File: src/rtl/arb_mux_pkg.sv
// Shared definitions for the arb_mux_n channel selector: mode codes,
// output-register state encoding and transfer-counter sizing.
package arb_mux_pkg;

  localparam logic MODE_FIXED = 1'b0;
  localparam logic MODE_RR    = 1'b1;

  typedef enum logic {
    ST_EMPTY = 1'b0,
    ST_FULL  = 1'b1
  } state_e;

  localparam int             CNT_W   = 16;
  localparam logic [CNT_W-1:0] CNT_MAX = '1;

endpackage

File: src/rtl/rr_pick.sv
// Rotating-priority finder: returns the first requesting channel found when
// scanning upward from ptr and wrapping at CH-1 back to channel 0.
module rr_pick #(
  parameter  int CH   = 16,
  localparam int SELW = $clog2(CH)
) (
  input  logic [CH-1:0]   req_i,
  input  logic [SELW-1:0] ptr_i,
  output logic [SELW-1:0] gnt_o,
  output logic            any_o
);

  int idx;

  // Scan from the farthest offset down to offset 0 so the nearest requester wins.
  always_comb begin
    gnt_o = '0;
    any_o = 1'b0;
    idx   = 0;
    for (int off = CH - 1; off >= 0; off--) begin
      idx = int'(ptr_i) + off;
      if (idx >= CH) idx = idx - CH;
      if (req_i[SELW'(idx)]) begin
        gnt_o = SELW'(idx);
        any_o = 1'b1;
      end
    end
  end

endmodule

File: src/rtl/arb_mux_n.sv
// CH-to-1 selector with valid/ready handshakes and a registered output.
// Fixed mode picks the channel on s_i; round-robin mode arbitrates among
// valid channels starting at an internal pointer.
// Optional feature: define ARB_MUX_CNT_EN to add the saturating txcnt_o
// output-transfer counter.
module arb_mux_n
  import arb_mux_pkg::*;
#(
  parameter  int N    = 8,
  parameter  int CH   = 16,
  localparam int SELW = $clog2(CH)
) (
  input  logic            clk_i,
  input  logic            rst_i,
  input  logic [CH*N-1:0] i_i,
  input  logic [CH-1:0]   iv_i,
  output logic [CH-1:0]   ir_o,
  input  logic [SELW-1:0] s_i,
  input  logic            mode_i,
  output logic [N-1:0]    o_o,
  output logic            o_vld_o,
  input  logic            o_rdy_i
`ifdef ARB_MUX_CNT_EN
  ,output logic [CNT_W-1:0] txcnt_o
`endif
);

  state_e          state_q;
  logic [N-1:0]    data_q;
  logic [SELW-1:0] ptr_q;
  logic [SELW-1:0] ptr_d;
  logic [SELW-1:0] rrGnt;
  logic [SELW-1:0] gnt;
  logic            rrAny;
  logic            haveGnt;
  logic            canLoad;
  logic            accept;
  logic [N-1:0]    dataSel;

  rr_pick #(.CH(CH)) uPick (
    .req_i (iv_i),
    .ptr_i (ptr_q),
    .gnt_o (rrGnt),
    .any_o (rrAny)
  );

  assign canLoad = (state_q == ST_EMPTY) | o_rdy_i;
  assign accept  = |(ir_o & iv_i);
  assign o_o     = data_q;
  assign o_vld_o = (state_q == ST_FULL);

  // Choose the candidate channel; an out-of-range select in fixed mode grants nothing.
  always_comb begin
    gnt     = s_i;
    haveGnt = (int'(s_i) < CH);
    if (mode_i != MODE_FIXED) begin
      gnt     = rrGnt;
      haveGnt = rrAny;
    end
  end

  // One-hot ready decode and data mux for the granted channel; ready is held low in reset.
  always_comb begin
    ir_o    = '0;
    dataSel = '0;
    for (int k = 0; k < CH; k++) begin
      if (gnt == SELW'(k)) begin
        ir_o[k] = haveGnt & canLoad & ~rst_i;
        dataSel = i_i[k*N +: N];
      end
    end
  end

  // Pointer advances past the winner on round-robin accepts, wrapping explicitly at CH-1.
  always_comb begin
    ptr_d = ptr_q;
    if (accept && (mode_i == MODE_RR)) begin
      ptr_d = (gnt == SELW'(CH - 1)) ? '0 : gnt + 1'b1;
    end
  end

  // Output register FSM: EMPTY fills on accept, FULL drains on o_rdy_i or reloads back-to-back.
  always_ff @(posedge clk_i) begin
    if (rst_i) begin
      state_q <= ST_EMPTY;
      data_q  <= '0;
      ptr_q   <= '0;
    end else begin
      ptr_q <= ptr_d;
      case (state_q)
        ST_EMPTY: begin
          if (accept) begin
            state_q <= ST_FULL;
            data_q  <= dataSel;
          end
        end
        ST_FULL: begin
          if (accept) begin
            data_q <= dataSel;
          end else if (o_rdy_i) begin
            state_q <= ST_EMPTY;
          end
        end
        default: state_q <= ST_EMPTY;
      endcase
    end
  end

`ifdef ARB_MUX_CNT_EN
  logic [CNT_W-1:0] cnt_q;

  // Count completed output transfers, sticking at the maximum value.
  always_ff @(posedge clk_i) begin
    if (rst_i) begin
      cnt_q <= '0;
    end else if (o_vld_o && o_rdy_i && (cnt_q != CNT_MAX)) begin
      cnt_q <= cnt_q + 1'b1;
    end
  end

  assign txcnt_o = cnt_q;
`endif

endmodule

File: config.mk
export PLATFORM = sky130hd
export DESIGN_NAME = arb_mux_n
export DESIGN_NICKNAME = d
export VERILOG_FILES = /design/src/rtl/arb_mux_pkg.sv /design/src/rtl/rr_pick.sv /design/src/rtl/arb_mux_n.sv
export SDC_FILE = /design/constraint.sdc
export NUM_CORES = 1
export LEC_CHECK = 0
export CAP_MARGIN = 20
export CORE_MARGIN = 10
export CORE_UTILIZATION = 46
export CTS_BUF_LIST = sky130_fd_sc_hd__clkbuf_4 sky130_fd_sc_hd__clkbuf_8 sky130_fd_sc_hd__clkbuf_16
export DETAILED_ROUTE_END_ITERATION = 7
export GPL_TIMING_DRIVEN = 0
export HOLD_SLACK_MARGIN = 0.02
export PLACE_DENSITY = 0.9
export RECOVER_POWER = 50
export SYNTH_ARGS = -nofsm -noshare
export SYNTH_HDL_FRONTEND = slang
export SYNTH_SLANG_ARGS = --single-unit
File: constraint.sdc
create_clock -name clk_i -period 7.6 [get_ports clk_i]
set_input_delay 1.9 -clock clk_i [delete_from_list [all_inputs] [get_ports clk_i]]
set_output_delay 1.9 -clock clk_i [all_outputs]
set_load 0.03 [all_outputs]
==> reports/metrics.yaml <==
status: "finished clean"
worstSetupStartpointType: "input pin"
cts_root_buf: "clkbuf_8"
cts_tree: "built"
grt_max_degree: 20
ys_warn_count: 0
ys.flop_type: "dfxtp_1"
synth_cell_type_count: 78
top_usage_layer: "met2"
synth-edff-count: 0
clkPwrFrac_pct: 1.7
core-area_mm2: 0.00982
hpwlAfterDp_um: 18900
routedWlPerCell_um: 24.6
netlist_area_mm2: 0.00465
routed_via_density: 6.74
htree_levels: 1
met1_usage_pct: 32.3
ys_seq_area_share_pct: 5.60
start_util_pct: 47.3
cts.path.max_buffers: 2
dr.first_iter.drc_count: 730
final_area_mm2: 0.00684
areaGrowthSynthToFinish_pct: 47.1
layout_commonest_cell: "clkdlybuf4s50_1"
swShare_pct: 57.8
rrSetupSlack_ps: 660
max-cap-violations: 0
die-area_mm2: 0.0145
nNetsFinal: 981
rows: 36
skew_ps: 4.30
async_reset_ff_share_pct: 0
post-route-period-util_pct: 98.9
leakagePower_nw: 2.53
grt_pass1_wl_um: 35700
grt_pass1_vias: 6543
holdCritPathClass: "register to register"
cp.required_ps: 5700
die_w_um: 121
placedInstanceArea_mm2: 0.00657
use_met2_pct: 54.3
met3_usage_pct: 8.79
synthCells: 630
drt_pass1_iterations: 5
clk_pin_slew_ps: 50
cp_max_fo: 10
power.density_mw_per_mm2: 561
wl_um: 23400
criticalPathCategory: "input pin to output port"
numCtsBuffers: 3
ys_seq_elements: 13
drc: 0
finalHoldViolCount: 0
drive_gt1_share_pct: 16.8
num_vias: 6408
antenna_found_initial: 1
crit_path_end_kind: "output port"
timing.final.max_slew_violations: 0
p_int_mw: 1.62
clock-sinks: 13
p_comb_share_pct: 95.3
syn-num-nets: 793
cp.arrival_ps: 5610
gp_congestion: 0.993
fmax_mhz: 133
ir_worst_vdd_v: 0.000313
syn_avg_cell_area_um2: 7.38
grt_overflow: 0
final_cell_mix: "clkdlybuf4s50_1, nor2_1, nand2_1"
io_buffers: 175
power_frac_seq_pct: 3.0
setup-violations-final: 0
slew_headroom_pct: 9.91
insertion_delay_ps: 240
tightest_slew_ps: 1340
grtUsageTotal_pct: 30.5
dieHeight_um: 121
finalCriticalPeriod_ps: 7510
antenna_left: 0
p_switching_mw: 2.22
io_pins: 177
holdWs_ps: 503
[synth_stat cells (13+ instances only)]
library cell / count / share of area (%)
nand2_1: 54 / 4.4
nor2_1: 61 / 4.9
dfxtp_1: 13 / 5.6
mux2_2: 20 / 4.8
nand3_1: 20 / 2.2
mux2i_1: 32 / 6.9
a21oi_1: 50 / 5.4
a221o_1: 15 / 3.2
o22ai_1: 30 / 4.0
o21ai_0: 48 / 5.2
clkbuf_1: 29 / 2.3
inv_1: 28 / 2.3
mux4_2: 26 / 13
nor3_1: 22 / 2.4
[stage by stage]
stage / instances / power (mW) / setup TNS [ps] / setup WS, ps / util [%]
2_1_floorplan: 630 / 2.52 / 0 / 2.15 / -
3_3_place_gp: 938 / 3.35 / -18970 / -1950 / 66.9
3_5_place_dp: 938 / 3.41 / -20390 / -2060 / 66.9
4_1_cts: 945 / 3.69 / 0 / 107 / 69.2
5_1_grt: 951 / 4.07 / -1.82 / -1.02 / 69.6
6_report: 951 / 3.84 / 0 / 85.6 / 69.6
[power by group through the flow]
stage	registers (mW)	logic [mW]	clock network [mW]
2_1_floorplan	0.130	2.39	0
3_3_place_gp	0.114	3.24	0
3_5_place_dp	0.114	3.30	0
4_1_cts	0.113	3.51	0.0655
5_1_grt	0.115	3.89	0.0690
6_report	0.114	3.66	0.0661
[final timing paths]
kind	startpoint	endpoint	cells past startpoint
min reg2reg	o_o[3]	o_o[3]	2
min	o_o[3]	o_o[3]	2
max reg2reg	ptr_q[1]	o_o[4]	25
max	iv_i[13]	ir_o[5]	15
[area by class of cell]
cell class                      count  area, µm²
Sequential cell                    13        260
Buffer                             41        239
Clock buffer                        4       48.8
Fill cell                         853       2980
Multi-Input combinational cell    538       4150
Antenna cell                        1       2.50
Tap cell                          133        166
Inverter                           30        128
Timing Repair Buffer              191       1840
[routing by layer]
metal	vias up	part of all wire [%]
li1	2839	-
met1	2962	34
met2	510	50
met3	97	11
met4	0	4.6
met5	-	0
[cells by family (layout without fill, tap and decap cells)]
logic type | Yosys count | after routing | share of synthesized area [%]
compound gates | 234 | 234 | 34.6
flops | 13 | 13 | 5.60
xor+xnor | 14 | 14 | 2.80
mux | 83 | 83 | 26.0
fa+ha+maj | 11 | 11 | 2.96
buf+inv | 79 | 266 | 7.97
simple gates | 196 | 196 | 20.1
other cells | 0 | 1 | 0
[flip-flops by register name, summed over array words and instances (netlist names)]
register / count
o_vld_o: 1
ptr_q: 4
o_o: 8
[repair_timing]
| item | 4_1_cts | 5_1_grt |
|---|---|---|
| setup endpoints to repair | 16 | 14 |
| gates resized for setup | 110 | 7 |
| pin swaps | 1 | 1 |
| hold buffers | 0 | 0 |
| setup buffers | 11 | 5 |
[worst max-delay path: stages]
cell	delay (ps)
dlygate4sd2_1	350
mux4_2	620
mux2_2	340
mux2i_4	280
nand2_1	120
nor2_1	230
a211oi_2	100
a21oi_1	140
o21a_2	240
ha_4	210
clkbuf_8	180
clkinvlp_4	160
buf_12	170
nor3_1	210
clkdlybuf4s18_2	330
(Power assumes the default switching activity.)
